--- src/rtl/sdac_pkg.sv ---
// Shared types and constants for the slow-DAC update scheduler.
package sdac_pkg;

  localparam int N_CH_PER_CHIP = 8;
  localparam int N_CHIPS       = 2;
  localparam int N_CH          = N_CH_PER_CHIP * N_CHIPS;
  localparam logic [15:0] CODE_OFFSET = 16'h8000;

  typedef enum logic [1:0] {
    IDLE,
    SEND,
    GAP
  } state_t;

  typedef struct packed {
    logic [3:0]  cmd;
    logic        rsvd;
    logic [2:0]  ch;
    logic [15:0] code;
  } sdac_frame_t;

  // Two's complement sample to the DAC's offset-binary code.
  function automatic logic [15:0] to_offset_binary(input logic [15:0] s);
    return s ^ CODE_OFFSET;
  endfunction

endpackage

--- src/rtl/sdac_update_scheduler_if.sv ---
// Frame handshake between the update scheduler and the SPI shifter.
interface sdac_update_scheduler_if;

  logic                 valid;
  logic                 ready;
  logic                 chip;
  sdac_pkg::sdac_frame_t word;

  modport master (output valid, chip, word, input ready);
  modport slave  (input valid, chip, word, output ready);

endinterface

--- src/rtl/sdac_rr_pick8.sv ---
// Combinational 8-way round-robin picker: first request strictly after ptr, wrapping.
module sdac_rr_pick8 (
  input  logic [7:0] req,
  input  logic [2:0] ptr,
  output logic       gnt_valid,
  output logic [2:0] gnt_idx
);

  logic [2:0] cand;

  always_comb begin
    gnt_valid = 1'b0;
    gnt_idx   = ptr;
    cand      = '0;
    // k = 8 wraps back to ptr itself, so the last-served channel is considered last.
    for (int k = 1; k <= 8; k++) begin
      cand = ptr + 3'(k);
      if (!gnt_valid && req[cand]) begin
        gnt_valid = 1'b1;
        gnt_idx   = cand;
      end
    end
  end

endmodule

--- src/rtl/sdac_update_scheduler.sv ---
// Latches channel samples, coalesces writes, and issues one DAC frame at a time,
// alternating chips with per-chip round-robin and periodic refresh.
//
// state | meaning
// IDLE  | waiting for enable and a pending channel; grant happens on leaving
// SEND  | frame presented, waiting for frm.ready
// GAP   | chip-select high time after an accepted frame
module sdac_update_scheduler
  import sdac_pkg::*;
#(
  parameter int unsigned GAP_CYCLES     = 4,
  parameter int unsigned REFRESH_PERIOD = 100000,
  parameter logic [3:0]  CMD            = 4'b0011
) (
  input  logic                  clk,
  input  logic                  rst_n,
  input  logic                  enable,
  input  logic                  refresh_en,
  input  logic [N_CH-1:0][15:0] sample,
  input  logic [N_CH-1:0]       sample_valid,
  sdac_update_scheduler_if.master frm,
  output logic                  busy,
  output logic [N_CH-1:0]       overrun,
  input  logic                  overrun_clr
);

  localparam int GW = (GAP_CYCLES > 1) ? $clog2(GAP_CYCLES) : 1;
  localparam int RW = $clog2(REFRESH_PERIOD);

  state_t                state, state_nxt;
  logic [GW-1:0]         gap_cnt;
  logic [RW-1:0]         ref_cnt;
  logic [N_CH-1:0]       pending;
  logic [N_CH-1:0][15:0] shadow;
  logic [1:0][2:0]       rr_ptr;
  logic                  last_chip;

  logic [1:0]            gnt_ok;
  logic [1:0][2:0]       gnt_idx;
  logic                  sel_chip;
  logic [2:0]            sel_ch;
  logic [3:0]            sel_idx;
  logic                  grant;
  logic                  hs;
  logic                  refresh_hit;
  logic [N_CH-1:0]       grant_vec;
  sdac_frame_t           next_frame;

  sdac_rr_pick8 u_pick_chip0 (
    .req      (pending[7:0]),
    .ptr      (rr_ptr[0]),
    .gnt_valid(gnt_ok[0]),
    .gnt_idx  (gnt_idx[0])
  );

  sdac_rr_pick8 u_pick_chip1 (
    .req      (pending[15:8]),
    .ptr      (rr_ptr[1]),
    .gnt_valid(gnt_ok[1]),
    .gnt_idx  (gnt_idx[1])
  );

  always_comb begin
    sel_chip = ~last_chip;
    if (!gnt_ok[sel_chip]) sel_chip = last_chip;
    sel_ch  = gnt_idx[sel_chip];
    sel_idx = {sel_chip, sel_ch};
  end

  // Frame reads the shadow before this cycle's capture, so a colliding strobe lands in the next frame.
  always_comb begin
    next_frame.cmd  = CMD;
    next_frame.rsvd = 1'b0;
    next_frame.ch   = sel_ch;
    next_frame.code = to_offset_binary(shadow[sel_idx]);
  end

  assign hs          = frm.valid && frm.ready;
  assign refresh_hit = refresh_en && (ref_cnt == RW'(REFRESH_PERIOD - 1));
  assign grant_vec   = N_CH'(grant) << sel_idx;
  assign busy        = (state != IDLE);

  always_comb begin
    state_nxt = state;
    grant     = 1'b0;
    unique case (state)
      IDLE: begin
        if (enable && (|pending)) begin
          grant     = 1'b1;
          state_nxt = SEND;
        end
      end
      SEND: begin
        if (hs) state_nxt = (GAP_CYCLES == 0) ? IDLE : GAP;
      end
      GAP: begin
        if (gap_cnt == '0) state_nxt = IDLE;
      end
      default: state_nxt = IDLE;
    endcase
  end

  always_ff @(posedge clk or negedge rst_n) begin
    if (!rst_n) state <= IDLE;
    else        state <= state_nxt;
  end

  always_ff @(posedge clk or negedge rst_n) begin
    if (!rst_n) begin
      pending   <= '0;
      shadow    <= '0;
      overrun   <= '0;
      rr_ptr    <= {3'd7, 3'd7};
      last_chip <= 1'b1;
      gap_cnt   <= '0;
      ref_cnt   <= '0;
      frm.valid <= 1'b0;
      frm.chip  <= 1'b0;
      frm.word  <= '0;
    end else begin
      for (int i = 0; i < N_CH; i++) begin
        if (sample_valid[i]) shadow[i] <= sample[i];
      end
      // Refresh re-arms everything and wins over the grant's clear; strobes never lose.
      pending <= (pending & ~grant_vec) | sample_valid | {N_CH{refresh_hit}};
      overrun <= (overrun & ~{N_CH{overrun_clr}}) | (sample_valid & pending & ~grant_vec);

      if (grant) begin
        frm.valid <= 1'b1;
        frm.chip  <= sel_chip;
        frm.word  <= next_frame;
      end else if (hs) begin
        frm.valid <= 1'b0;
      end

      if (hs) begin
        rr_ptr[frm.chip] <= frm.word.ch;
        last_chip        <= frm.chip;
        gap_cnt          <= GW'((GAP_CYCLES > 0) ? GAP_CYCLES - 1 : 0);
      end else if (state == GAP && gap_cnt != '0) begin
        gap_cnt <= gap_cnt - 1'b1;
      end

      if (!refresh_en || refresh_hit) ref_cnt <= '0;
      else                            ref_cnt <= ref_cnt + 1'b1;
    end
  end

endmodule

--- src/flat_wrapper.sv ---
// flat-port wrapper written by rule: the top's interface ports become plain ports
module sdac_update_scheduler_flat import sdac_pkg::*;
#(
  parameter int unsigned GAP_CYCLES     = 4,
  parameter int unsigned REFRESH_PERIOD = 100000,
  parameter logic [3:0]  CMD            = 4'b0011
)
  (clk, rst_n, enable, refresh_en, sample, sample_valid, busy, overrun, overrun_clr, frm_valid, frm_chip, frm_word, frm_ready);
  sdac_update_scheduler_if frm_i ();
  input  logic clk;
  input  logic rst_n;
  input  logic enable;
  input  logic refresh_en;
  input  logic [N_CH-1:0][15:0] sample;
  input  logic [N_CH-1:0] sample_valid;
  output logic busy;
  output logic [N_CH-1:0] overrun;
  input  logic overrun_clr;
  output wire logic [$bits(frm_i.valid)-1:0] frm_valid;
  output wire logic [$bits(frm_i.chip)-1:0] frm_chip;
  output wire logic [$bits(frm_i.word)-1:0] frm_word;
  input wire logic [$bits(frm_i.ready)-1:0] frm_ready;
  assign frm_valid = frm_i.valid;
  assign frm_chip = frm_i.chip;
  assign frm_word = frm_i.word;
  assign frm_i.ready = frm_ready;
  sdac_update_scheduler #(.GAP_CYCLES(GAP_CYCLES), .REFRESH_PERIOD(REFRESH_PERIOD), .CMD(CMD)) u_core (.clk(clk), .rst_n(rst_n), .enable(enable), .refresh_en(refresh_en), .sample(sample), .sample_valid(sample_valid), .frm(frm_i), .busy(busy), .overrun(overrun), .overrun_clr(overrun_clr));
endmodule
--- config.mk ---
export PLATFORM = sky130hd
export DESIGN_NAME = sdac_update_scheduler_flat
export DESIGN_NICKNAME = d
export VERILOG_FILES = /design/src/rtl/sdac_pkg.sv /design/src/rtl/sdac_update_scheduler_if.sv /design/src/rtl/sdac_rr_pick8.sv /design/src/rtl/sdac_update_scheduler.sv /design/src/flat_wrapper.sv
export SDC_FILE = /design/constraint.sdc
export NUM_CORES = 1
export LEC_CHECK = 0
export ABC_AREA = 1
export BUFFER_PORTS_ARGS = -buffer_cell sky130_fd_sc_hd__buf_2
export CAP_MARGIN = 20
export CORE_AREA = 2 2 226 228
export DETAILED_ROUTE_END_ITERATION = 8
export DIE_AREA = 0 0 228 230
export PLACE_DENSITY = 0.54
export SYNTH_ARGS = -nofsm -noshare
export SYNTH_HDL_FRONTEND = slang
export SYNTH_SLANG_ARGS = --single-unit
export TNS_END_PERCENT = 20
--- constraint.sdc ---
create_clock -name clk -period 4.8 [get_ports clk]
set_clock_uncertainty 0.2 [all_clocks]
set_input_delay 0.48 -clock clk [delete_from_list [all_inputs] [get_ports clk]]
set_output_delay 0.48 -clock clk [all_outputs]
set_load 0.03 [all_outputs]
==> results summary, run 1 <==
The area fraction of the dominant cell type after synthesis is 47.7%. The routability congestion estimate from global placement is 0.896. STA puts the critical path data arrival time at 4.69 ns. The most congested layer reported by global routing is met2. In the post-route analysis, the smallest setup slack over all paths is 0.418 ns. The sequential area share after synthesis is 48.8%. The number of global-route vias before repair was 18600. The sequential share of power came out at roughly 23%. TritonCTS built the clock tree. CTS placed an instance of sky130_fd_sc_hd__clkbuf_16 at the clock tree root. The critical path contains buffers and inverters numbering 4 combined.

The number of synthesized register bits is 338. The number of enable-type register cells in the synthesized netlist is 0. The type of element launching the critical path is a flip-flop. The worst setup path is captured at a flip-flop.

The initial antenna violation count came out at 1. Static timing analysis puts the maximum clock frequency at 228 MHz. The pin count of the biggest net entering global routing is 124.

The die span in y is approximately 230 um. For this run, the slowest stage of the critical path takes 0.72 ns. By area the synthesized netlist is led by sky130_fd_sc_hd__dfrtp_1 48%, sky130_fd_sc_hd__nand2_1 28%, sky130_fd_sc_hd__nand3_1 9.1%. The minimum hold slack came out at 0.00699 ns. The count of H-tree levels built during CTS came out at 2. The routed length per instance came out at approximately 19 um. Sorting the synthesized cells by how often they occur yields 1316 x sky130_fd_sc_hd__nand2_1, 331 x sky130_fd_sc_hd__dfrtp_1, 315 x sky130_fd_sc_hd__nand3_1. The worst setup path is of the flip-flop to flip-flop kind. Dividing the detail-routed via count by the number of cells gives 5.03. The final-report setup violation count is 0.

The number of hold violations in the final report came to 0. The setup slack after placement came out at 0.322 ns. Buffers placed on the I/O ports in this run total between 300 and 400. The leftover overflow at the end of global routing is 0. The number of library cell types mapped by synthesis is 39. The required time of the critical path is 5.11 ns. The category of cells accounting for the largest share of critical-path delay is simple AND/OR/NAND/NOR gates. The class of the tightest hold or removal check is primary input to flip-flop. Measured against its own limit, the worst slew margin works out to 26.2%. The area of the multi-input gates is 0.00777 mm^2.

Setup repair after global routing left no endpoint under its margin. The peak fanout along the critical path is 59. The number of optimization iterations in the first detailed-route pass came out at 5. The remaining antenna violation count is 0. The final sum of negative setup slack came out at 0 ns. The number of nets in the final layout came out at roughly 3200. The switching share of power came out at 52.4%. The wire length of the first global-routing pass came out at 107000 um. The number of rows created at floorplan came out at just over 80. For this run, the total global-route usage over all layers was measured as between 20% and 30%.

The total of max-cap violations came out at 0. The x dimension of the die came out at roughly 230 um. The leakage component of the power came out at between 0.01 and 0.015 uW.

The fraction of met2 tracks used by global routing is between 40% and 50%. After layout, the minimum clock period comes to 4.38 ns. The initial standard-cell utilization of the core came out at 34.8%. The slew of the pin with the lowest slew margin came out at approximately 1.1 ns.

The most numerous cell type found on the critical path is sky130_fd_sc_hd__nand3_1. The mapped netlist covers 0.0174 mm^2. The number of vias in the routed layout came out at 18200. The proportion of power drawn by the clock network came out at 19.0%. The mean instance size in the synthesized netlist is 7.15 um^2. Counting along the longest clock path gives a buffer depth of 3. The area taken by flip-flops and latches is roughly 0.0085 mm^2. The clock transition at the registers of the reported paths came out at 0.06 ns. The count of mapped cells out of synthesis came out at approximately 2400.

Traced cell by cell, the critical path runs through inv_2 -> ha_1 -> inv_1 -> nand3_1 -> nand3_2 -> nand2_2 -> inv_2 -> nand3_2 -> nor2_4 -> nand4_2 -> nand2_1 -> nand2_1 -> nand2_4 -> nand2_8 -> buf_12 -> o21ai_1 -> nand2_1 -> nand3_1 -> nand3_1 -> nand3_1. The async set-reset flop share out of synthesis came out at 100%. The net switching power of the design came out at 8360 uW. The number of diodes is 0. The placeable core region came out at 0.0499 mm^2.

The fraction of final layout cells sized beyond drive strength 1 came out at 15.0%. The post-route DRC violation count is 0. The number of warning messages in the yosys log came out at 0. The die covers 0.0524 mm^2. For this design the ratio of total power to cell area is 689 mW/mm^2.

The library cell contributing the largest single delay on the critical path is sky130_fd_sc_hd__dfstp_2. The boundary pin count came out at 321. The met3 track utilization from global routing is 3.86%. The final-layout fill cell count came out at 5047.

The first routing iteration left 1574 violations. The final HPWL from detailed placement is 49300 um. The most common cell in the synthesized netlist is sky130_fd_sc_hd__nand2_1.

For met1 alone, demand over resource in global routing was between 30% and 40%. The worst register-to-register path has a setup slack of 0.42 ns. The logic gate share of total power came out at 58.2%. For this run, the leading register cell type out of synthesis is sky130_fd_sc_hd__dfrtp_1. The period utilization came out at about nine tenths. The growth of design area from synthesis to finish came out at 33.4%.

The run finished with clean final reports. The count of final max-slew check failures came to 0. The number of clock sinks is 338. The final wirelength is 69700 um. The peak supply drop is 0.00107 V. The clock latency on the worst-skew pair is about 0.57 ns.

The internal power of the cells totals 7600 uW. The cell taking the most area after synthesis is sky130_fd_sc_hd__dfrtp_1. The CTS buffer count is 40.
==> stage by stage <==
| step | cells | utilization [%] | total power (uW) | area (um^2) |
|---|---|---|---|---|
| CTS | 3625 | 46.4 | 15900 | 23200 |
| finish | 3625 | 46.4 | 16000 | 23200 |
| detailed placement | 3309 | 38.8 | 12700 | 19400 |
| global route | 3625 | 46.4 | 17100 | 23200 |
| global placement | 3309 | 38.8 | 12700 | 19400 |
| floorplan | 2429 | - | 9970 | 17400 |
==> what timing repair did <==
item / in CTS / in global routing
setup endpoints to repair: 0 / 1
hold buffers: 250 / 0
endpoints found under the hold margin: 368 / 0
resized for setup: 0 / 1
setup buffers: 0 / 0
==> sequential cells by signal, indices dropped and copies added (netlist names) <==
signal,count
u_core.frm.chip,1
u_core.frm.valid,1
u_core.frm.word,20
u_core.gap_cnt,2
u_core.last_chip,1
u_core.overrun,16
u_core.pending,16
u_core.ref_cnt,17
u_core.rr_ptr,6
u_core.shadow,256
u_core.state,2
==> worst reg2reg max path, delay by kind of cell (launching register included) <==
family | cells | cell delay, ns
compound gates | 1 | 0.40
flops | 1 | 0.72
buf+inv | 4 | 0.78
fa+ha+maj | 1 | 0.41
simple gates | 14 | 1.84
==> cell type report <==
class	instances	area share, %
clock inverters	14	0.778
repair buffers	586	18.7
inverters	123	2.00
clock buffers	52	4.78
flip-flops and latches	338	36.6
well taps	672	3.63
multi-input cells	1840	33.6
==> power groups by stage <==
stage	clock network [uW]	registers (uW)	logic [uW]
5_1_grt	3190	3670	10200
4_1_cts	3090	3620	9210
3_5_place_dp	0	3670	9020
2_1_floorplan	0	3690	6280
6_report	3040	3630	9290
3_3_place_gp	0	3670	9000
==> path summary, 6_finish.rpt <==
check                                          end              start  depth (start not counted)
worst max-delay path            u_core.frm.word[9]   u_core.rr_ptr[3]                         20
worst min-delay path             u_core.shadow[40]         sample[40]                          3
worst max register to register  u_core.frm.word[9]   u_core.rr_ptr[3]                         20
worst min register to register   u_core.ref_cnt[0]  u_core.ref_cnt[0]                          1
max in group asynchronous       u_core.shadow[133]              rst_n                          3
min in group asynchronous       u_core.shadow[156]              rst_n                          2
==> layer usage <==
metal / routed length [um] / vias to the layer above
met1: 30100 / 8748
met4: 3120 / 2
met5: 13 / -
met2: 32100 / 712
li1: - / 8603
met3: 4330 / 165
==> placed cells by master (no fill, tap or decap), types with 3 or more instances in the layout <==
| master | instances |
|---|---|
| sky130_fd_sc_hd__o21ai_0 | 48 |
| sky130_fd_sc_hd__nor2_1 | 31 |
| sky130_fd_sc_hd__nor3b_1 | 7 |
| sky130_fd_sc_hd__dfrtp_1 | 331 |
| sky130_fd_sc_hd__clkinv_2 | 8 |
| sky130_fd_sc_hd__dfstp_2 | 7 |
| sky130_fd_sc_hd__a31oi_1 | 3 |
| sky130_fd_sc_hd__clkbuf_8 | 6 |
| sky130_fd_sc_hd__ha_1 | 6 |
| sky130_fd_sc_hd__inv_2 | 10 |
| sky130_fd_sc_hd__nor2_4 | 5 |
| sky130_fd_sc_hd__nand2_4 | 3 |
| sky130_fd_sc_hd__dlygate4sd3_1 | 250 |
| sky130_fd_sc_hd__clkbuf_16 | 40 |
| sky130_fd_sc_hd__bufinv_16 | 3 |
| sky130_fd_sc_hd__o21bai_1 | 3 |
| sky130_fd_sc_hd__nand4_1 | 10 |
| sky130_fd_sc_hd__nor4_1 | 6 |
| sky130_fd_sc_hd__nor3_1 | 9 |
| sky130_fd_sc_hd__buf_12 | 7 |
| sky130_fd_sc_hd__nand2_2 | 6 |
| sky130_fd_sc_hd__clkbuf_1 | 6 |
| sky130_fd_sc_hd__clkinv_1 | 10 |
| sky130_fd_sc_hd__o21ai_1 | 35 |
| sky130_fd_sc_hd__nand3_1 | 315 |
| sky130_fd_sc_hd__nor2_2 | 3 |
| sky130_fd_sc_hd__inv_1 | 102 |
| sky130_fd_sc_hd__buf_4 | 12 |
| sky130_fd_sc_hd__conb_1 | 3 |
| sky130_fd_sc_hd__nand2_1 | 1316 |
| sky130_fd_sc_hd__nand3_2 | 7 |
| sky130_fd_sc_hd__buf_2 | 316 |
| sky130_fd_sc_hd__a21oi_1 | 10 |
==> cells by family after synthesis <==
logic type / Yosys count / synth area share (%)
buf+inv: 251 / 6.64
other cells: 1 / 0.0216
simple gates: 1726 / 40.9
fa+ha+maj: 6 / 0.432
flops: 338 / 48.8
compound gates: 101 / 3.01
xor+xnor: 4 / 0.245
No activity file was read; power rests on OpenSTA's default activity.
==> inputs of run 2 (changes only) <==
--- a/config.mk
+++ b/config.mk
@@ -14,5 +14,6 @@
 export PLACE_DENSITY = 0.54
 export SYNTH_ARGS = -nofsm -noshare
 export SYNTH_HDL_FRONTEND = slang
+export SYNTH_HIERARCHICAL = 1
 export SYNTH_SLANG_ARGS = --single-unit
 export TNS_END_PERCENT = 20
==> run 2 against run 1 <==
  * Hold slack improved by 0.021 ns
  * Core utilization increased by 1.4 points
  * Synthesized area is 0.18% lower
  * Sequential power down 3%
  * Sequential share of layout area is 1.0 points lower
  * Highest routed layer is now met4
  * Critical endpoint is now u_core/frm.word[6]
  * Die area unchanged
  * Cell area grew 2.9%
  * Wire length shrank 4.5%
  * Synthesized cell count is 3.1% lower
  * Fmax down 2.8%
==> results summary, run 2 <==
The peak supply drop is 0.000530 V (-50%). The minimum hold slack was 0.0277 ns (+0.0207 ns). The CTS buffer count came to 41 (+2.5%).

The maximum operating frequency is 222 MHz (-2.8%). Setup repair after global routing left no endpoint under its margin. The delay of the slowest critical-path stage came out at 0.64 ns (-0.08 ns).

The count of mapped cells out of synthesis is 2351 (-3.1%). The pin count of the biggest net entering global routing is 111 (-10%). The number of vias per cell after detailed routing is 4.94 (-1.7%). The number of enable-type register cells in the synthesized netlist came out at 0 (unchanged). The leakage component of the power is 0.0123 uW (-0.79%). The clock latency on the worst-skew pair was 0.56 ns (about the same). The number of vias in the routed layout is 17800 (-2.3%).

The number of global-route vias before repair was 17500 (-5.9%). The count of H-tree levels built during CTS came to 2 (unchanged). The remaining antenna violation count came out at 0 (unchanged). The number of optimization iterations in the first detailed-route pass came out at 5 (unchanged). The placeable core region came out at 0.0499 mm^2 (unchanged). The sequential area share after synthesis came out at 48.9% (+0.088 points). CTS placed an instance of sky130_fd_sc_hd__clkbuf_16 at the clock tree root. The area taken by flip-flops and latches came out at 0.00847 mm^2 (unchanged). The post-route DRC violation count came out at 0 (unchanged).

The flip-flop count of the largest register after layout is 256 (unchanged). The number of warning messages in the yosys log came out at 6 (+6). The final sum of negative setup slack came to 0 ns (unchanged). The x dimension of the die is 228 um (unchanged). The period utilization is 93.9% (+2.6 points). The final wirelength is 66500 um (-4.5%). The worst setup path is of the flip-flop to flip-flop kind.

The leftover overflow at the end of global routing was 0 (unchanged). The routability congestion estimate from global placement is 0.899 (+0.31%). Leaving out fill and tap cells, the most frequent cells in the layout are 784 x sky130_fd_sc_hd__nand2_1, 348 x sky130_fd_sc_hd__nand3_1, 331 x sky130_fd_sc_hd__dfrtp_1.

The initial antenna violation count is 0 (-1). The number of synthesized register bits came out at 338 (unchanged). The number of library cell types mapped by synthesis is 39 (unchanged). Counting flops per register, the top entry is u_core/shadow.

The final-report setup violation count came to 0 (unchanged). The data arrival at the endpoint of the critical path was 4.76 ns (+0.07 ns). The mean instance size in the synthesized netlist came out at 7.37 um^2 (+3.0%).

In this run the critical register-to-register path is launched from u_core/rr_ptr[4]. The worst setup path is launched from a flip-flop. The largest buffer count on any clock path came out at 3 (unchanged). The run finished with clean final reports.

The die span in y is 230 um (unchanged). The area of the mapped netlist was 0.0173 mm^2 (-0.18%). In the final layout, the registers with the most flip-flops are u_core/shadow: 256 flops, u_core/frm.word: 20 flops, u_core/ref_cnt: 17 flops. The leading cell type in the layout, fill and taps excluded is sky130_fd_sc_hd__nand2_1. The critical path endpoint category is a flip-flop. The peak fanout along the critical path is 24 (-59%). The number of clock sinks came out at 338 (unchanged).

The total of max-cap violations is 0 (unchanged). The most common cell in the synthesized netlist is sky130_fd_sc_hd__nand2_1. The routed length per instance is 18.5 um (-3.9%). Compared with the post-synthesis result, the final layout area differs by 37.5%.

The count of final max-slew check failures is 0 (unchanged). The final-layout fill cell count is 4941 (-2.1%). The number of rows created at floorplan came out at 82 (unchanged). The boundary pin count came out at 321 (unchanged). The async set-reset flop share out of synthesis is 100% (unchanged).

The clock period minus worst slack was 4.51 ns (+0.126 ns). The required time of the critical path is 5.05 ns (-0.06 ns). The clock transition at the registers of the reported paths came to 0.06 ns (about the same).

The wire length of the first global-routing pass came out at 102000 um (-5.3%). The area fraction of the dominant cell type after synthesis came to 47.8% (+0.086 points). The cell taking the most area after synthesis is sky130_fd_sc_hd__dfrtp_1. TritonCTS built the clock tree. The least setup slack across all paths after layout came out at 0.293 ns (-0.126 ns).

The area of the multi-input gates is 0.00705 mm^2 (-9.3%). The final HPWL from detailed placement came out at 47500 um (-3.5%). The most used flip-flop cell after synthesis is sky130_fd_sc_hd__dfrtp_1. By area the synthesized netlist is led by sky130_fd_sc_hd__dfrtp_1 48%, sky130_fd_sc_hd__nand2_1 17%, sky130_fd_sc_hd__nand3_1 10%.

The slew of the pin with the lowest slew margin came out at 1.03 ns (-0.0774 ns). Sorting the synthesized cells by how often they occur yields 787 x sky130_fd_sc_hd__nand2_1, 350 x sky130_fd_sc_hd__nand3_1, 331 x sky130_fd_sc_hd__dfrtp_1. The area of the die came to 0.0524 mm^2 (unchanged).

The initial standard-cell utilization of the core came out at 34.8% (-0.063 points). The setup slack after placement is 0.102 ns (-0.220 ns). For this design, the slowest cell found on the critical path is sky130_fd_sc_hd__dfstp_2. The quantity of I/O buffers inserted on ports is 317 (unchanged). The relative slew slack came to 31.3% (+5.1 points). The most critical setup path has its startpoint at u_core/rr_ptr[4].

The fraction of final layout cells sized beyond drive strength 1 is 16.9% (+1.9 points). The cell area power density came out at 728 mW/mm^2 (+5.7%). The class of the tightest hold or removal check is primary input to flip-flop. The start point of the worst min-delay path is sample[162].

The initial detailed-routing violation count is 1411 (-10%). Traced cell by cell, the critical path runs through inv_2 -> ha_1 -> inv_2 -> nand3_1 -> nand3_1 -> nand2_1 -> inv_2 -> nand3_4 -> nor3_1 -> nand2_1 -> nor2_1 -> o211ai_1 -> nand2_2 -> nand3_1 -> nand2_4 -> buf_12 -> buf_12 -> nand2_1 -> nand3_1 -> nand3_1 -> nand3_1 -> nand2_1 -> nand2_1 -> nand2_1. The number of nets in the final layout came out at 3181 (-1.0%). The total routing resource utilization after global routing is 25.0% (-1.5 points). The number of hold violations in the final report was 0 (unchanged).
run 2: cell count changes after synthesis, sizes merged, moves of 11 or more:
| cell | before | now |
|---|---|---|
| inv | 112 | 342 |
| clkinv | 11 | 0 |
| buf | 68 | 54 |
| nor2 | 39 | 62 |
| nand3 | 322 | 352 |
| nand2 | 1326 | 794 |
| o21ai | 83 | 278 |
run 2: routing by layer:
| layer | wire length (um) | GRT usage, % | up-vias |
|---|---|---|---|
| li1 | - | - | 8475 |
| met1 | 30100 | 34.2 | 8557 |
| met2 | 30300 | 40.0 | 624 |
| met3 | 3530 | 3.70 | 146 |
| met4 | 2660 | 9.62 | 0 |
| met5 | 0 | 0 | - |
run 2: layout make-up:
class / count / area share, %
antenna: 2 / 0.0210
clock inverter: 20 / 1.51
multi-input combinational: 1556 / 29.6
tap: 672 / 3.53
sequential: 338 / 35.5
inverter: 342 / 5.43
timing repair buffer: 618 / 19.5
clock buffer: 54 / 4.90
run 2: stage by stage:
step                      util [%]  power (uW)  instances  cell area [um^2]
after CTS                     47.5       17100       3587             23700
after detailed placement      39.3       13400       3258             19600
after global placement        39.3       13300       3258             19600
after floorplan                  -        9920       2353             17300
final                         47.8       17400       3602             23800
after global routing          47.8       18500       3600             23800
run 2: report_power, final:
group / internal [uW] / switching [uW]
logic: 3380 / 6940
registers: 3250 / 286
clock network: 2250 / 1260
total: 8880 / 8480
run 2: final timing paths:
check | slack (ns) | cells past startpoint | endpoint
worst max-delay path | 0.29 | 24 | u_core/frm.word[6]
worst min-delay path | 0.03 | 3 | u_core/shadow[162]
worst max register to register | 0.29 | 24 | u_core/frm.word[6]
worst min register to register | 0.27 | 2 | u_core/shadow[255]
max in group asynchronous | 2.83 | 3 | u_core/shadow[49]
min in group asynchronous | 0.38 | 2 | u_core/shadow[199]
run 2: cell families (layout without fill, tap and decap cells):
family / Yosys count / after routing / synth area share [%]
buf+inv: 460 / 1034 / 10.9
flops: 338 / 338 / 48.9
simple gates: 1240 / 1241 / 30.5
other cells: 1 / 5 / 0.0216
fa+ha+maj: 6 / 6 / 0.433
xor+xnor: 7 / 7 / 0.440
compound gates: 299 / 299 / 8.82
run 2: what timing repair did:
| action | in CTS | in global routing |
|---|---|---|
| endpoints found under the setup margin | 0 | 35 |
| endpoints found under the hold margin | 360 | 0 |
| setup buffers | 0 | 12 |
| resized for setup | 0 | 11 |
| hold buffers | 255 | 0 |
run 2: critical path: cells and delay by family (launching register included):
family | cells | cell delay, ns
simple gates | 17 | 2.15
buf+inv | 5 | 0.73
flops | 1 | 0.64
fa+ha+maj | 1 | 0.40
compound gates | 1 | 0.24
